File: config.mk
export PLATFORM = sky130hd
export DESIGN_NAME = hdmi_rx_link_ctrl
export DESIGN_NICKNAME = d
export VERILOG_FILES = /design/src/rtl/hdmi_rx_pkg.sv /design/src/rtl/hdmi_clk_meter.sv /design/src/rtl/hdmi_rx_link_ctrl.sv
export SDC_FILE = /design/constraint.sdc
export NUM_CORES = 1
export LEC_CHECK = 0
export ABC_AREA = 0
export ABC_CLOCK_PERIOD_IN_PS = 2300
export BUFFER_PORTS_ARGS = -buffer_cell sky130_fd_sc_hd__clkbuf_2
export CORE_ASPECT_RATIO = 1.75
export CORE_MARGIN = 2
export CORE_UTILIZATION = 39
export CTS_BUF_LIST = sky130_fd_sc_hd__clkbuf_16
export DETAILED_ROUTE_END_ITERATION = 6
export REMOVE_ABC_BUFFERS = 1
export SLEW_MARGIN = 15
export SYNTH_ARGS = -nofsm -noshare
export SYNTH_HDL_FRONTEND = slang
export SYNTH_SLANG_ARGS = --single-unit
File: constraint.sdc
create_clock -name clk_10m -period 2.3 [get_ports clk_10m]
set_clock_uncertainty 0.15 [all_clocks]
set_input_delay 0.46 -clock clk_10m [delete_from_list [all_inputs] [get_ports clk_10m]]
set_output_delay 0.46 -clock clk_10m [all_outputs]
set_load 0.05 [all_outputs]
File: src/rtl/hdmi_rx_pkg.sv
// hdmi_rx_pkg: shared definitions for the HDMI receive link supervisor.
//   - link_state_t : FSM state encoding (also driven out on the debug 'state' port)
//   - DEF_*        : default timing constants in clk_10m cycles / counts
//   - cnt_width    : counter width needed to hold 0..max_val
//   - max3         : largest of three integers, used to size a shared counter
package hdmi_rx_pkg;

  typedef enum logic [2:0] {
    ST_IDLE      = 3'd0,
    ST_HPD_LOW   = 3'd1,
    ST_WAIT_CLK  = 3'd2,
    ST_DEC_RST   = 3'd3,
    ST_WAIT_LOCK = 3'd4,
    ST_LOCKED    = 3'd5,
    ST_FAULT     = 3'd6
  } link_state_t;

  localparam int DEF_HPD_LOW_CYC = 1000000;
  localparam int DEF_WIN_CYC     = 1000;
  localparam int DEF_MIN_EDGES   = 8;
  localparam int DEF_CLK_TO_WIN  = 50;
  localparam int DEF_DEC_RST_CYC = 100;
  localparam int DEF_VS_LOCK     = 2;
  localparam int DEF_VS_TO_CYC   = 1000000;
  localparam int DEF_MAX_RETRY   = 7;

  function automatic int cnt_width(input int max_val);
    return (max_val < 2) ? 1 : $clog2(max_val + 1);
  endfunction

  function automatic int max3(input int a, input int b, input int c);
    int m;
    m = (a > b) ? a : b;
    return (m > c) ? m : c;
  endfunction

endpackage

File: src/rtl/hdmi_clk_meter.sv
// hdmi_clk_meter: measures TMDS pixel-clock activity from a divided-clock toggle.
// Ports:
//   clk_10m, rst_n  : control clock, asynchronous active-low reset
//   pclk_div_tgl    : toggles every 256 pclk cycles (asynchronous to clk_10m)
//   clk_edges       : toggle-edge count of the last completed window, saturating at 255
//   clk_ok          : last completed window had at least MIN_EDGES edges
//   win_end         : one-cycle pulse, high in the cycle clk_edges/clk_ok take new values
module hdmi_clk_meter
  import hdmi_rx_pkg::*;
#(
  parameter int WIN_CYC   = DEF_WIN_CYC,
  parameter int MIN_EDGES = DEF_MIN_EDGES
) (
  input  logic       clk_10m,
  input  logic       rst_n,
  input  logic       pclk_div_tgl,
  output logic [7:0] clk_edges,
  output logic       clk_ok,
  output logic       win_end
);

  localparam int WW = cnt_width(WIN_CYC - 1);

  logic [2:0]    tgl_sync;
  logic [WW-1:0] win_cnt;
  logic [7:0]    edge_cnt;
  logic          tgl_edge;
  logic          win_wrap;

  // Both toggle directions are edges; compare the last two synchroniser stages.
  assign tgl_edge = tgl_sync[2] ^ tgl_sync[1];
  assign win_wrap = (win_cnt == WW'(WIN_CYC - 1));

  always_ff @(posedge clk_10m or negedge rst_n) begin
    if (!rst_n) begin
      tgl_sync  <= 3'b000;
      win_cnt   <= '0;
      edge_cnt  <= 8'd0;
      clk_edges <= 8'd0;
      clk_ok    <= 1'b0;
      win_end   <= 1'b0;
    end else begin
      tgl_sync <= {tgl_sync[1:0], pclk_div_tgl};
      win_end  <= win_wrap;
      if (win_wrap) begin
        win_cnt   <= '0;
        clk_edges <= edge_cnt;
        clk_ok    <= (edge_cnt >= 8'(MIN_EDGES));
        // An edge arriving on the wrap cycle is the first of the new window.
        edge_cnt  <= tgl_edge ? 8'd1 : 8'd0;
      end else begin
        win_cnt <= win_cnt + WW'(1);
        if (tgl_edge && (edge_cnt != 8'hff)) begin
          edge_cnt <= edge_cnt + 8'd1;
        end
      end
    end
  end

endmodule

File: src/rtl/hdmi_rx_link_ctrl.sv
// hdmi_rx_link_ctrl: HDMI receive link supervisor (clk_10m domain).
// Sequences connector HPD and the DVI decoder reset, qualifies lock on vsync
// edges and re-trains on clock loss, decoder reset or vsync timeout.
// Ports:
//   clk_10m, rst_n  : control clock, asynchronous active-low reset
//   enable          : link enable; low forces IDLE and clears fault/counters
//   pclk_div_tgl    : divided pixel-clock toggle (asynchronous)
//   rx_reset, vsync : decoder status (asynchronous)
//   hpd, dec_rst_n  : connector hot-plug detect, decoder exrst_n
//   link_up, fault  : LOCKED indicator, sticky retry-exhaustion flag
//   clk_edges       : last window edge count
//   state           : current FSM state (debug)
//   retry_cnt       : retries since last lock
// All outputs are registered from the next state, so they change together
// with 'state' in the cycle after the transition decision.
module hdmi_rx_link_ctrl
  import hdmi_rx_pkg::*;
#(
  parameter int HPD_LOW_CYC = DEF_HPD_LOW_CYC,
  parameter int WIN_CYC     = DEF_WIN_CYC,
  parameter int MIN_EDGES   = DEF_MIN_EDGES,
  parameter int CLK_TO_WIN  = DEF_CLK_TO_WIN,
  parameter int DEC_RST_CYC = DEF_DEC_RST_CYC,
  parameter int VS_LOCK     = DEF_VS_LOCK,
  parameter int VS_TO_CYC   = DEF_VS_TO_CYC,
  parameter int MAX_RETRY   = DEF_MAX_RETRY
) (
  input  logic       clk_10m,
  input  logic       rst_n,
  input  logic       enable,
  input  logic       pclk_div_tgl,
  input  logic       rx_reset,
  input  logic       vsync,
  output logic       hpd,
  output logic       dec_rst_n,
  output logic       link_up,
  output logic       fault,
  output logic [7:0] clk_edges,
  output logic [2:0] state,
  output logic [2:0] retry_cnt
);

  // One counter serves HPD hold, decoder reset hold and the vsync gap.
  localparam int CW = cnt_width(max3(HPD_LOW_CYC, DEC_RST_CYC, VS_TO_CYC));
  localparam int TW = cnt_width(CLK_TO_WIN);
  localparam int VW = cnt_width(VS_LOCK);

  logic        clk_ok;
  logic        win_end;
  logic [2:0]  rx_sync;
  logic [2:0]  vs_sync;
  logic        rx_rst_s;
  logic        vs_rise;

  link_state_t   state_q, state_nx;
  logic [CW-1:0] cnt_q, cnt_nx;
  logic [TW-1:0] win_to_q, win_to_nx;
  logic [VW-1:0] vs_cnt_q, vs_cnt_nx;
  logic [2:0]    retry_q, retry_nx;
  logic          do_retry;

  hdmi_clk_meter #(
    .WIN_CYC   (WIN_CYC),
    .MIN_EDGES (MIN_EDGES)
  ) u_clk_meter (
    .clk_10m      (clk_10m),
    .rst_n        (rst_n),
    .pclk_div_tgl (pclk_div_tgl),
    .clk_edges    (clk_edges),
    .clk_ok       (clk_ok),
    .win_end      (win_end)
  );

  assign rx_rst_s  = rx_sync[2];
  assign vs_rise   = vs_sync[1] & ~vs_sync[2];
  assign state     = state_q;
  assign retry_cnt = retry_q;

  always_ff @(posedge clk_10m or negedge rst_n) begin
    if (!rst_n) begin
      rx_sync   <= 3'b000;
      vs_sync   <= 3'b000;
      state_q   <= ST_IDLE;
      cnt_q     <= '0;
      win_to_q  <= '0;
      vs_cnt_q  <= '0;
      retry_q   <= 3'd0;
      hpd       <= 1'b0;
      dec_rst_n <= 1'b0;
      link_up   <= 1'b0;
      fault     <= 1'b0;
    end else begin
      rx_sync   <= {rx_sync[1:0], rx_reset};
      vs_sync   <= {vs_sync[1:0], vsync};
      state_q   <= state_nx;
      cnt_q     <= cnt_nx;
      win_to_q  <= win_to_nx;
      vs_cnt_q  <= vs_cnt_nx;
      retry_q   <= retry_nx;
      hpd       <= (state_nx inside {ST_WAIT_CLK, ST_DEC_RST, ST_WAIT_LOCK, ST_LOCKED});
      dec_rst_n <= (state_nx inside {ST_WAIT_LOCK, ST_LOCKED});
      link_up   <= (state_nx == ST_LOCKED);
      fault     <= (state_nx == ST_FAULT);
    end
  end

  always_comb begin
    state_nx  = state_q;
    cnt_nx    = cnt_q;
    win_to_nx = win_to_q;
    vs_cnt_nx = vs_cnt_q;
    retry_nx  = retry_q;
    do_retry  = 1'b0;
    if (!enable) begin
      state_nx  = ST_IDLE;
      cnt_nx    = '0;
      win_to_nx = '0;
      vs_cnt_nx = '0;
      retry_nx  = 3'd0;
    end else begin
      case (state_q)
        ST_IDLE: begin
          state_nx = ST_HPD_LOW;
          cnt_nx   = '0;
        end
        ST_HPD_LOW: begin
          if (cnt_q == CW'(HPD_LOW_CYC - 1)) begin
            state_nx  = ST_WAIT_CLK;
            cnt_nx    = '0;
            win_to_nx = '0;
          end else begin
            cnt_nx = cnt_q + CW'(1);
          end
        end
        ST_WAIT_CLK: begin
          if (win_end) begin
            if (clk_ok) begin
              state_nx = ST_DEC_RST;
              cnt_nx   = '0;
            end else if (win_to_q == TW'(CLK_TO_WIN - 1)) begin
              do_retry = 1'b1;
            end else begin
              win_to_nx = win_to_q + TW'(1);
            end
          end
        end
        ST_DEC_RST: begin
          if (cnt_q == CW'(DEC_RST_CYC - 1)) begin
            state_nx  = ST_WAIT_LOCK;
            cnt_nx    = '0;
            vs_cnt_nx = '0;
          end else begin
            cnt_nx = cnt_q + CW'(1);
          end
        end
        ST_WAIT_LOCK: begin
          // Clock loss wins; vsync edges only count while the decoder is out of reset.
          if (win_end && !clk_ok) begin
            do_retry = 1'b1;
          end else if (vs_rise && !rx_rst_s) begin
            cnt_nx = '0;
            if (vs_cnt_q == VW'(VS_LOCK - 1)) begin
              state_nx = ST_LOCKED;
              retry_nx = 3'd0;
            end else begin
              vs_cnt_nx = vs_cnt_q + VW'(1);
            end
          end else if (cnt_q == CW'(VS_TO_CYC - 1)) begin
            do_retry = 1'b1;
          end else begin
            cnt_nx = cnt_q + CW'(1);
          end
        end
        ST_LOCKED: begin
          if (win_end && !clk_ok) begin
            do_retry = 1'b1;
          end else if (rx_rst_s) begin
            do_retry = 1'b1;
          end else if (vs_rise) begin
            cnt_nx = '0;
          end else if (cnt_q == CW'(VS_TO_CYC - 1)) begin
            do_retry = 1'b1;
          end else begin
            cnt_nx = cnt_q + CW'(1);
          end
        end
        ST_FAULT: begin
          state_nx = ST_FAULT;
        end
        default: begin
          state_nx = ST_IDLE;
        end
      endcase
      if (do_retry) begin
        cnt_nx    = '0;
        win_to_nx = '0;
        vs_cnt_nx = '0;
        if (retry_q == 3'(MAX_RETRY)) begin
          state_nx = ST_FAULT;
        end else begin
          retry_nx = retry_q + 3'd1;
          state_nx = ST_HPD_LOW;
        end
      end
    end
  end

endmodule
Yosys cells after proc, flatten, opt, wreduce, memory -nomap -nowiden:

Cells that the tools add are included.

* register bits after elaboration: 75
* input bits: 6
* logic and storage cells: 131

* add/subtract/negate cells: 6
* magnitude comparators: 1
* eq/ne operators: 32
* muxes and demuxes: 60
* bitwise operators: 3
* reductions and logical operators: 12

Operator list (count)
* 20-bit 2-to-1 mux: 12
* 20-bit case mux with 6 select lines: 1
* 3-bit 2-to-1 mux: 17
* 6-bit 2-to-1 mux: 6
* 4-bit != test (second input constant): 9
* 3-bit equality test (second input constant): 7
* 3-bit case mux with 7 select lines: 1
* 20-bit by 1-bit adder with 20-bit output (second input constant): 1
* 20-bit equality test (second input constant): 1
* 20-bit by 7-bit equality test with 1-bit output (second input constant): 1
* 8-bit 2-to-1 mux: 2
* 3-bit by 2-bit equality test with 1-bit output (second input constant): 4
* 2-bit 2-to-1 mux: 6
* 6-bit case mux with 2 select lines: 1
* 1-bit 2-to-1 mux: 11
* 10-bit by 1-bit adder with 10-bit output (second input constant): 1
* 10-bit equality test (second input constant): 1
* 10-bit 2-to-1 mux: 1
* 5-bit AND reduction: 2
* 8-bit by 1-bit adder with 8-bit output (second input constant): 1
* 8-bit by 4-bit >= comparator with 1-bit output (second input constant): 1
* 4-bit by 1-bit != test with 1-bit output (second input constant): 2
* 4-bit by 3-bit != test with 1-bit output (second input constant): 2
* 8-bit by 1-bit != test with 1-bit output (second input constant): 1
* 18 further kinds: 22

Logic depth before layout (Yosys ltp):

Gate-level depths: netlist (run 1).

* depth after elaboration: 11
* mapped depth: 10

Cells and area by module:

From an unflattened synthesis (run 1), not the netlist that was laid out.

* cells, all modules: 410
* area, all modules: 3977.6 um2

By module, submodules not included
* hdmi_rx_link_ctrl: instances 1, cells an instance 289, area each 2583.7 um2
* hdmi_clk_meter: instances 1, cells an instance 121, area each 1393.8 um2

Worst setup path before layout (run 1):

No wires, ideal clock.

* kind: register -> register
* from: reg state_q[1] (netlist: state[1])
* to: reg cnt_q[5]
* library setup time: 0.126 ns
* arrival time: 2.284 ns
* data required time: 2.024 ns
* setup slack: -0.260 ns
* stages on the path, launching flop included: 8
* path buffers: 2
* path through: dfrtp_1 nand2b_1 or3_1 or3_4 and4_4 buf_6 buf_6 a221o_1

* cells in the longest elaborated chain, start to end: 5

Ends and longest elaborated chain
* start: declaration: line hdmi_rx_link_ctrl.sv:55 `link_state_t state_q, state_nx;`
* start signal: assignment: line hdmi_rx_link_ctrl.sv:95 `state_q <= state_nx;`
* 3-bit equality test or 3-bit by 2-bit equality test with 1-bit output (tied branches): line hdmi_rx_link_ctrl.sv:121 `case (state_q)`
* 1-bit case mux with 3 select lines: line hdmi_rx_link_ctrl.sv:121
* 1-bit 2-to-1 mux: line hdmi_rx_link_ctrl.sv:114 `if (!enable) begin`
* 8-bit by 1-bit != test with 1-bit output (no line) (tied with other cells)
* 6-bit AND reduction (no line) or 20-bit 2-to-1 mux (tied branches)
* end signal: assignment: line hdmi_rx_link_ctrl.sv:96 `cnt_q <= cnt_nx;`
* end: declaration: line hdmi_rx_link_ctrl.sv:56 `logic [CW-1:0] cnt_q, cnt_nx;`

Several ways; a longest one is shown, not always the timed one. The select of a mux whose other input is x is not followed.
A chain may end at the register's enable or synchronous reset.

Worst setup path in the final report (run 1):

Ends and elaborated chain as after synthesis.

==> flow_summary.ini, run 1 <==
[detailed_routing]
via_count = 3288
routed_wl_mm = 9.34
drt_iter0_drc = 176
avgRoutedWirePerCell_um = 15.8
firstDrtPassIters = 4
ant_nets = 0
drc = 0
via_per_inst = 5.55

[cts]
cts.reportedPaths.clkPinSlew_ns = 0.06
cts_made_buffers = 9
cts_root_buffer = clkbuf_16
cts.sinks = 75
cts_tree = built
cts_buffer_depth = 2
htreeDepth = 3
worstSkewPairLatency_ns = 0.33

[placed_design]
io_buffers = 23
dp_hpwl_mm = 6.82
dp_cells = 572
gp_congestion = 0.824
dp_slack_ns = -0.00671

[layout]
register_area_mm2 = 0.00188
area_growth_syn_to_layout_pct = 24.1
fin_cells = 592
num-fill-cells = 918
diodes = 0
multi_input_area_mm2 = 0.00195
drive_above_1_share_pct = 23.3
nNetsFinal = 478

[sta]
slew_viol_final = 0
tightest_slew_ns = 0.566
period_needed_ns = 2.23
finalHoldViolations = 0
period_share_pct = 97.0
timing.slew.headroom_pct = 62.3
grt_setup_unrepaired = yes
fin_ws_ns = 0.0696
setup_tns_ns = 0
fin_hold_ws_ns = 0.0807
fmax_mhz = 448
finalSetupViolCount = 0

[logic_synthesis]
ys_seq_area_share_pct = 48.2
synth_cell_types = 55
synth_area_mm2 = 0.00389
synth-async-reset-ratio_pct = 100
syn_avg_cell_area_um2 = 9.75
ys_seq_elements = 75
synth_edf_count = 0
yosysWarnings = 0
synth_flop_cell = dfrtp_1
syn_inst = 399

[die]
dieArea_mm2 = 0.0108
initial_core_util_pct = 39.7
die_y_um = 136
ios = 24
fp.dieW_um = 79.5
rows = 48
core_area_mm2 = 0.00979

[run]
max-cap-violations = 0

[worst_setup_path]
max_stage_delay_ns = 0.42
crit_chain = nand2b_1 -> or3_1 -> or3_4 -> and4_4 -> and3_1 -> a221o_1
startpoint = state[1]
cp-start-kind = flop
arrival_ns = 2.30
critPathSlowestCell = or3_4
reg2reg_from = state[1]
critPathKind = flop to flop
end_kind = flop
required_ns = 2.37
path_max_fanout = 5

[pwr]
p_leak_uw = 0.00215
total_power_uw = 3060
p_per_area_mw_per_mm2 = 634
ir_drop_uv = 403

[status]
status = finished, final reports clean

[min_path]
hp-class = input pin to flop
hold_start = pclk_div_tgl

[global_route]
grt_pass1_wl_mm = 15.4
grt_max_degree = 46
grt_pass1_vias = 3328
grt_overflow = 0
grt.total_usage_pct = 18.4
antenna_found_initial = 0
==> where the power goes <==
part           internal, µW  switching, µW  total (µW)
Combinational          85.9            129         215
Clock                   837            545        1380
Sequential             1380           83.6        1460
Total                  2300            758        3060
==> layout by cell type (no fill, tap or decap), drive strengths merged, types with 10 or more instances in the layout <==
cell type  instances
inv               14
nand2             32
a21oi             18
dfrtp             75
xor2              12
ha                10
nand3             21
nor2              37
nand3b            10
a31oi             20
buf               46
o21ai             17
clkbuf            31
==> through the flow <==
step                util [%]  instance area [µm²]
floorplan                  -                 3800
global placement        45.3                 4440
detailed placement      45.3                 4440
CTS                     48.5                 4740
global route            49.3                 4830
finish                  49.3                 4830
==> final timing paths <==
kind	endpoint	slack, ns	depth (start not counted)
worst max-delay path	cnt_q[5]	0.07	6
worst min-delay path	u_clk_meter.tgl_sync[0]	0.08	1
worst max register to register	cnt_q[5]	0.07	6
worst min register to register	u_clk_meter.tgl_sync[1]	0.20	0
max in group asynchronous	retry_cnt[0]	0.89	3
min in group asynchronous	u_clk_meter.clk_edges[2]	0.51	2
==> final cells by class <==
type                            count  area share [%]
Sequential cell                    75            38.9
Clock buffer                        9            4.66
Multi-Input combinational cell    295            40.5
Inverter                           12           0.933
Clock inverter                      7            1.43
Tap cell                          125            3.24
Timing Repair Buffer               69            10.4
==> sequential cells by signal, indices dropped and copies added (netlist names), 2 cells and up <==
name / cells
cnt_q: 20
retry_cnt: 3
rx_sync: 3
state: 3
u_clk_meter.clk_edges: 8
u_clk_meter.edge_cnt: 8
u_clk_meter.tgl_sync: 3
u_clk_meter.win_cnt: 10
vs_cnt_q: 2
vs_sync: 3
win_to_q: 6
==> synth_stat cells, types with 3 or more instances <==
cell       instances  share of area, %
and3_1             9               1.4
nand2b_1           4              0.64
nor3_1             7              0.90
o22ai_1            4              0.64
or3_1              6              0.97
buf_2              4              0.51
nor2_1            37               3.6
clkbuf_1          10              0.97
a21oi_1           17               2.2
o211ai_1           4              0.77
nor4_1             4              0.64
a31oi_1           20               3.2
o31ai_1            3              0.58
nand3b_1          10               1.9
nand4_1            8               1.3
nand4b_1           3              0.68
xor2_1            12               2.7
nor2b_1            3              0.48
o2bb2ai_1          7               1.6
xnor2_1            6               1.4
ha_1              10               3.2
inv_1             12               1.2
dfrtp_1           75                48
and2_1             5              0.80
nand3_1           21               2.7
nand2_1           32               3.1
mux2_2             8               2.3
o21ai_0           17               2.2
==> worst max-delay path: cells and delay by family, from the launching register on <==
family | cells | cell delay (ns)
AO/OA/AOI/OAI | 1 | 0.25
flip-flops | 1 | 0.40
AND/OR/NAND/NOR | 5 | 1.31
==> layer usage <==
layer | routed length (µm) | share of wire [%] | track usage, %
met5 | 0 | 0 | 0
met4 | 267 | 2.9 | 10.2
met3 | 199 | 2.1 | 2.92
met2 | 5150 | 55 | 33.5
met1 | 3720 | 40 | 19.6
==> kinds of logic after synthesis <==
group / synth area share, %
and+or+nand+nor: 22.6
AOI/OAI and AO/OA: 15.9
muxes: 2.57
DFF: 48.2
xor gates and xnor gates: 4.05
buffers and inverters: 3.41
adders and majority gates: 3.22
==> repair_timing <==
item | in CTS | in global routing
setup endpoints to repair | 1 | 31
hold endpoints to repair | 33 | 0
gates resized for setup | 1 | 12
pin swaps | 0 | 2
hold buffers | 1 | 0
buffers inserted | 0 | 2
cloned | 0 | 1
(Power assumes the default switching activity.)
==> run 2: changes to the inputs <==
--- a/config.mk
+++ b/config.mk
@@ -13,6 +13,7 @@
 export CORE_UTILIZATION = 39
 export CTS_BUF_LIST = sky130_fd_sc_hd__clkbuf_16
 export DETAILED_ROUTE_END_ITERATION = 6
+export RECOVER_POWER = 25
 export REMOVE_ABC_BUFFERS = 1
 export SLEW_MARGIN = 15
 export SYNTH_ARGS = -nofsm -noshare
==> flow_summary.ini, run 2 (synthesis gave the netlist of run 1 again) <==
[global_route]
grt_overflow = 0
grt_pass1_vias = 3328
antenna_found_initial = 0
grt_pass1_wl_mm = 15.4
grt_max_degree = 46
grt.total_usage_pct = 18.4

[detailed_routing]
drt_iter0_drc = 176
firstDrtPassIters = 4
routed_wl_mm = 9.34
drc = 0
avgRoutedWirePerCell_um = 15.8
ant_nets = 0
via_count = 3288
via_per_inst = 5.55

[worst_setup_path]
arrival_ns = 2.30
cp-start-kind = flop
end_kind = flop
path_max_fanout = 5
required_ns = 2.37
r2r_slack_ns = 0.07
critPathKind = flop to flop

[pwr]
p_leak_uw = 0.00215
p_int_uw = 2300
p_per_area_mw_per_mm2 = 634
p_seq_share_pct = 47.8
p_clk_share_pct = 45.1
p_sw_uw = 757
swShare_pct = 24.7
ir_drop_uv = 403
combinationalPowerShare_pct = 7.0
total_power_uw = 3060

[cts]
cts_buffer_depth = 2
cts.sinks = 75
cts.reportedPaths.clkPinSlew_ns = 0.06
cts_root_buffer = clkbuf_16
htreeDepth = 3
cts_tree = built
worstSkewPairLatency_ns = 0.33
cts_made_buffers = 9

[placed_design]
dp_hpwl_mm = 6.82
io_buffers = 23
gp_congestion = 0.824

[min_path]
hp-class = input pin to flop

[status]
status = finished, final reports clean

[layout]
reg_top3 = cnt_q (20), u_clk_meter.win_cnt (10)
final_common_cell = dfrtp_1
layout.cells.most_common_list = dfrtp_1 (75), buf_4 (42), nor2_1 (36)
largest_register_ffs = 20
top_register = cnt_q
drive_above_1_share_pct = 23.3
nNetsFinal = 478
area_growth_syn_to_layout_pct = 24.1
diodes = 0

[sta]
finalHoldViolations = 0
timing.slew.headroom_pct = 26.9
slew_viol_final = 0
setup_tns_ns = 0
period_needed_ns = 2.23
period_share_pct = 97.0
finalSetupViolCount = 0
tightest_slew_ns = 1.10
fmax_mhz = 448
grt_setup_unrepaired = yes

[die]
rows = 48
core_area_mm2 = 0.00979
die_y_um = 136
initial_core_util_pct = 39.7
ios = 24
fp.dieW_um = 79.5
dieArea_mm2 = 0.0108

[run]
max-cap-violations = 0
run 2: per-layer routing:
metal	global-route usage, %	vias up	share of wire (%)
met5	0	-	0
met1	19.6	1630	40
met3	2.92	19	2.1
met4	10.2	0	2.9
met2	33.5	51	55
li1	-	1588	-
run 2: final cells by class:
| type | count | area [µm²] |
|---|---|---|
| Tap cell | 125 | 156 |
| Clock buffer | 9 | 225 |
| Clock inverter | 7 | 68.8 |
| Multi-Input combinational cell | 295 | 1950 |
| Fill cell | 919 | 4960 |
| Timing Repair Buffer | 69 | 500 |
| Inverter | 12 | 45.0 |
| Sequential cell | 75 | 1880 |
run 2: worst max-delay path: stages (launching register included):
cell	delay, ns
dfrtp_1	0.40
nand2b_1	0.17
or3_1	0.35
or3_4	0.42
and4_4	0.23
and3_1	0.14
a221o_1	0.25
run 2: worst paths after layout:
check / start / to / depth (start not counted)
hold reg to reg: u_clk_meter.tgl_sync[0] / u_clk_meter.tgl_sync[1] / 0
hold / removal: pclk_div_tgl / u_clk_meter.tgl_sync[0] / 1
max in group asynchronous: rst_n / retry_cnt[0] / 3
setup reg to reg: state[1] / cnt_q[5] / 6
setup / recovery: state[1] / cnt_q[5] / 6
min in group asynchronous: rst_n / u_clk_meter.clk_edges[2] / 2
run 2: power by group through the flow:
stage,Combinational (µW),Sequential [µW],Clock [µW]
CTS,215,1460,1420
detailed placement,212,1480,0
floorplan,125,1460,0
global route,248,1470,1460
finish,215,1460,1380
global placement,202,1490,0
run 2: repair_timing:
action	in CTS	in global routing
endpoints found under the setup margin	1	31
setup buffers	0	2
hold endpoints to repair	33	0
resized for setup	1	12
pin swaps	0	2
cloned	0	1
hold buffers	1	0
run 2: per-stage QoR:
stage	instance area, µm²	worst slack [ns]	hold WS (ns)	std cells	util (%)
3_5_place_dp	4440	-0.00671	0.186	572	45.3
6_report	4830	0.0696	0.0807	592	49.3
5_1_grt	4830	-0.0271	0.0747	592	49.3
4_1_cts	4740	0.00923	0.0704	589	48.5
3_3_place_gp	4440	0.0430	0.183	572	45.3
2_1_floorplan	3800	-0.623	0.0144	381	-
==> run 3: changes to the inputs <==
--- a/config.mk
+++ b/config.mk
@@ -19,3 +19,4 @@
 export SYNTH_ARGS = -nofsm -noshare
 export SYNTH_HDL_FRONTEND = slang
 export SYNTH_SLANG_ARGS = --single-unit
+export TNS_END_PERCENT = 5
==> constraint.sdc (replaced) <==
create_clock -name clk_10m -period 2.3 [get_ports clk_10m]
set_clock_uncertainty 0.15 [all_clocks]
set_input_delay 0.345 -clock clk_10m [delete_from_list [all_inputs] [get_ports clk_10m]]
set_output_delay 0.345 -clock clk_10m [all_outputs]
set_load 0.05 [all_outputs]
==> flow_summary.ini, run 3 (synthesis gave the netlist of run 1 again) <==
[global_route]
grt_max_degree = 38
antenna_found_initial = 0
grt_pass1_vias = 3295
grt.total_usage_pct = 18.4
grt_overflow = 0
grt_pass1_wl_mm = 15.4

[detailed_routing]
ant_nets = 0
firstDrtPassIters = 5
via_count = 3275
avgRoutedWirePerCell_um = 15.5
routed_wl_mm = 9.21
drc = 0
via_per_inst = 5.52
drt_iter0_drc = 174

[pwr]
p_int_uw = 2190
p_seq_share_pct = 49.6
p_clk_share_pct = 43.0
p_leak_uw = 0.00213
ir_drop_uv = 395
total_power_uw = 2960
combinationalPowerShare_pct = 7.5
p_per_area_mw_per_mm2 = 612
p_sw_uw = 763
swShare_pct = 25.8

[layout]
num-fill-cells = 892
drive_above_1_share_pct = 23.1
largest_register_ffs = 20
nNetsFinal = 479
reg_top3 = cnt_q (20), u_clk_meter.win_cnt (10)
top_register = cnt_q
area_growth_syn_to_layout_pct = 24.2
layout.cells.most_common_list = dfrtp_1 (75), buf_4 (40), nor2_1 (36)
final_cell_area_mm2 = 0.00483
final_common_cell = dfrtp_1
diodes = 0

[cts]
cts.sinks = 75
worstSkewPairLatency_ns = 0.34
cts_buffer_depth = 2
cts.reportedPaths.clkPinSlew_ns = 0.06
cts_root_buffer = clkbuf_16
cts_tree = built
htreeDepth = 3
cts_made_buffers = 9

[die]
initial_core_util_pct = 39.7
fp.dieW_um = 79.5
core_area_mm2 = 0.00979
dieArea_mm2 = 0.0108
rows = 48
die_y_um = 136
ios = 24

[placed_design]
io_buffers = 23
gp_congestion = 0.832
postPlaceCellArea_mm2 = 0.00442
dp_slack_ns = 0.0352
dp_hpwl_mm = 6.86

[min_path]
min_delay_path_depth = 0
hp-class = flop to flop

[worst_setup_path]
path_max_fanout = 5
end_kind = flop
arrival_ns = 2.32
crit_chain = nand2b_4 -> or3_1 -> or3_4 -> and4_4 -> and3_1 -> a221o_1
critPathKind = flop to flop
required_ns = 2.37
r2r_cells = 6
critPathSlowestCell = dfrtp_1
cp-start-kind = flop
max_stage_delay_ns = 0.42

[sta]
tightest_slew_ns = 0.992
period_needed_ns = 2.25
grt_setup_unrepaired = yes
timing.slew.headroom_pct = 33.8
fin_ws_ns = 0.0473
fmax_mhz = 444
slew_viol_final = 0
finalSetupViolCount = 0
finalHoldViolations = 0
period_share_pct = 97.9

[status]
status = finished, final reports clean

[run]
max-cap-violations = 0
[run 3: cell types whose count changed in the layout (fill, tap and decap cells not counted), moves of 2 or more]
cell / delta
clkinv_1: +2
clkinvlp_4: +2
dlygate4sd3_1: +3
buf_4: -2
[run 3: area by class of cell]
type | instances | area (µm²) | area share (%)
Multi-Input combinational cell | 295 | 1970 | 40.7
Clock inverter | 7 | 43.8 | 0.907
Timing Repair Buffer | 70 | 515 | 10.7
Clock buffer | 9 | 225 | 4.66
Sequential cell | 75 | 1880 | 38.9
Inverter | 12 | 45.0 | 0.933
Tap cell | 125 | 156 | 3.24
[run 3: critical path, delay by kind of cell (launching register included)]
family | cells | cell delay (ns)
compound gates | 1 | 0.26
simple gates | 5 | 1.30
flops | 1 | 0.42
[run 3: metrics by stage]
step | util [%] | hold WS, ns | TNS, ns | cells
after floorplan | - | -0.101 | -11.01 | 381
after global placement | 45.2 | 0.185 | 0 | 570
after detailed placement | 45.2 | 0.186 | 0 | 570
after CTS | 48.3 | 0.186 | 0 | 590
after global routing | 49.3 | 0.203 | -0.288 | 593
final | 49.3 | 0.194 | 0 | 593
[run 3: what timing repair did]
| action | 4_1_cts | 5_1_grt |
|---|---|---|
| endpoints found under the hold margin | 38 | 0 |
| buffers inserted | 0 | 2 |
| setup endpoints to repair | 0 | 26 |
| gates resized for setup | 0 | 14 |
| hold buffers | 4 | 0 |
[run 3: power groups by stage]
stage | clock, µW | combinational [µW] | sequential [µW]
6_report | 1270 | 221 | 1470
5_1_grt | 1340 | 259 | 1480
3_5_place_dp | 0 | 214 | 1490
4_1_cts | 1300 | 220 | 1460
3_3_place_gp | 0 | 203 | 1490
2_1_floorplan | 0 | 125 | 1460
[run 3: routing by layer]
layer,global-route usage [%],routed length [µm],up-vias
met1,19.6,3600,1614
met5,0,0,-
met2,33.1,5120,47
li1,-,-,1592
met4,11.0,327,0
met3,2.99,164,22
[run 3: final timing paths]
path	from	to	slack, ns
setup reg to reg	state[1]	cnt_q[5]	0.05
hold / removal	rx_sync[1]	rx_sync[2]	0.19
hold reg to reg	rx_sync[1]	rx_sync[2]	0.19
setup / recovery	state[1]	cnt_q[5]	0.05
max in group asynchronous	rst_n	cnt_q[13]	0.58
min in group asynchronous	rst_n	u_clk_meter.win_cnt[7]	0.55
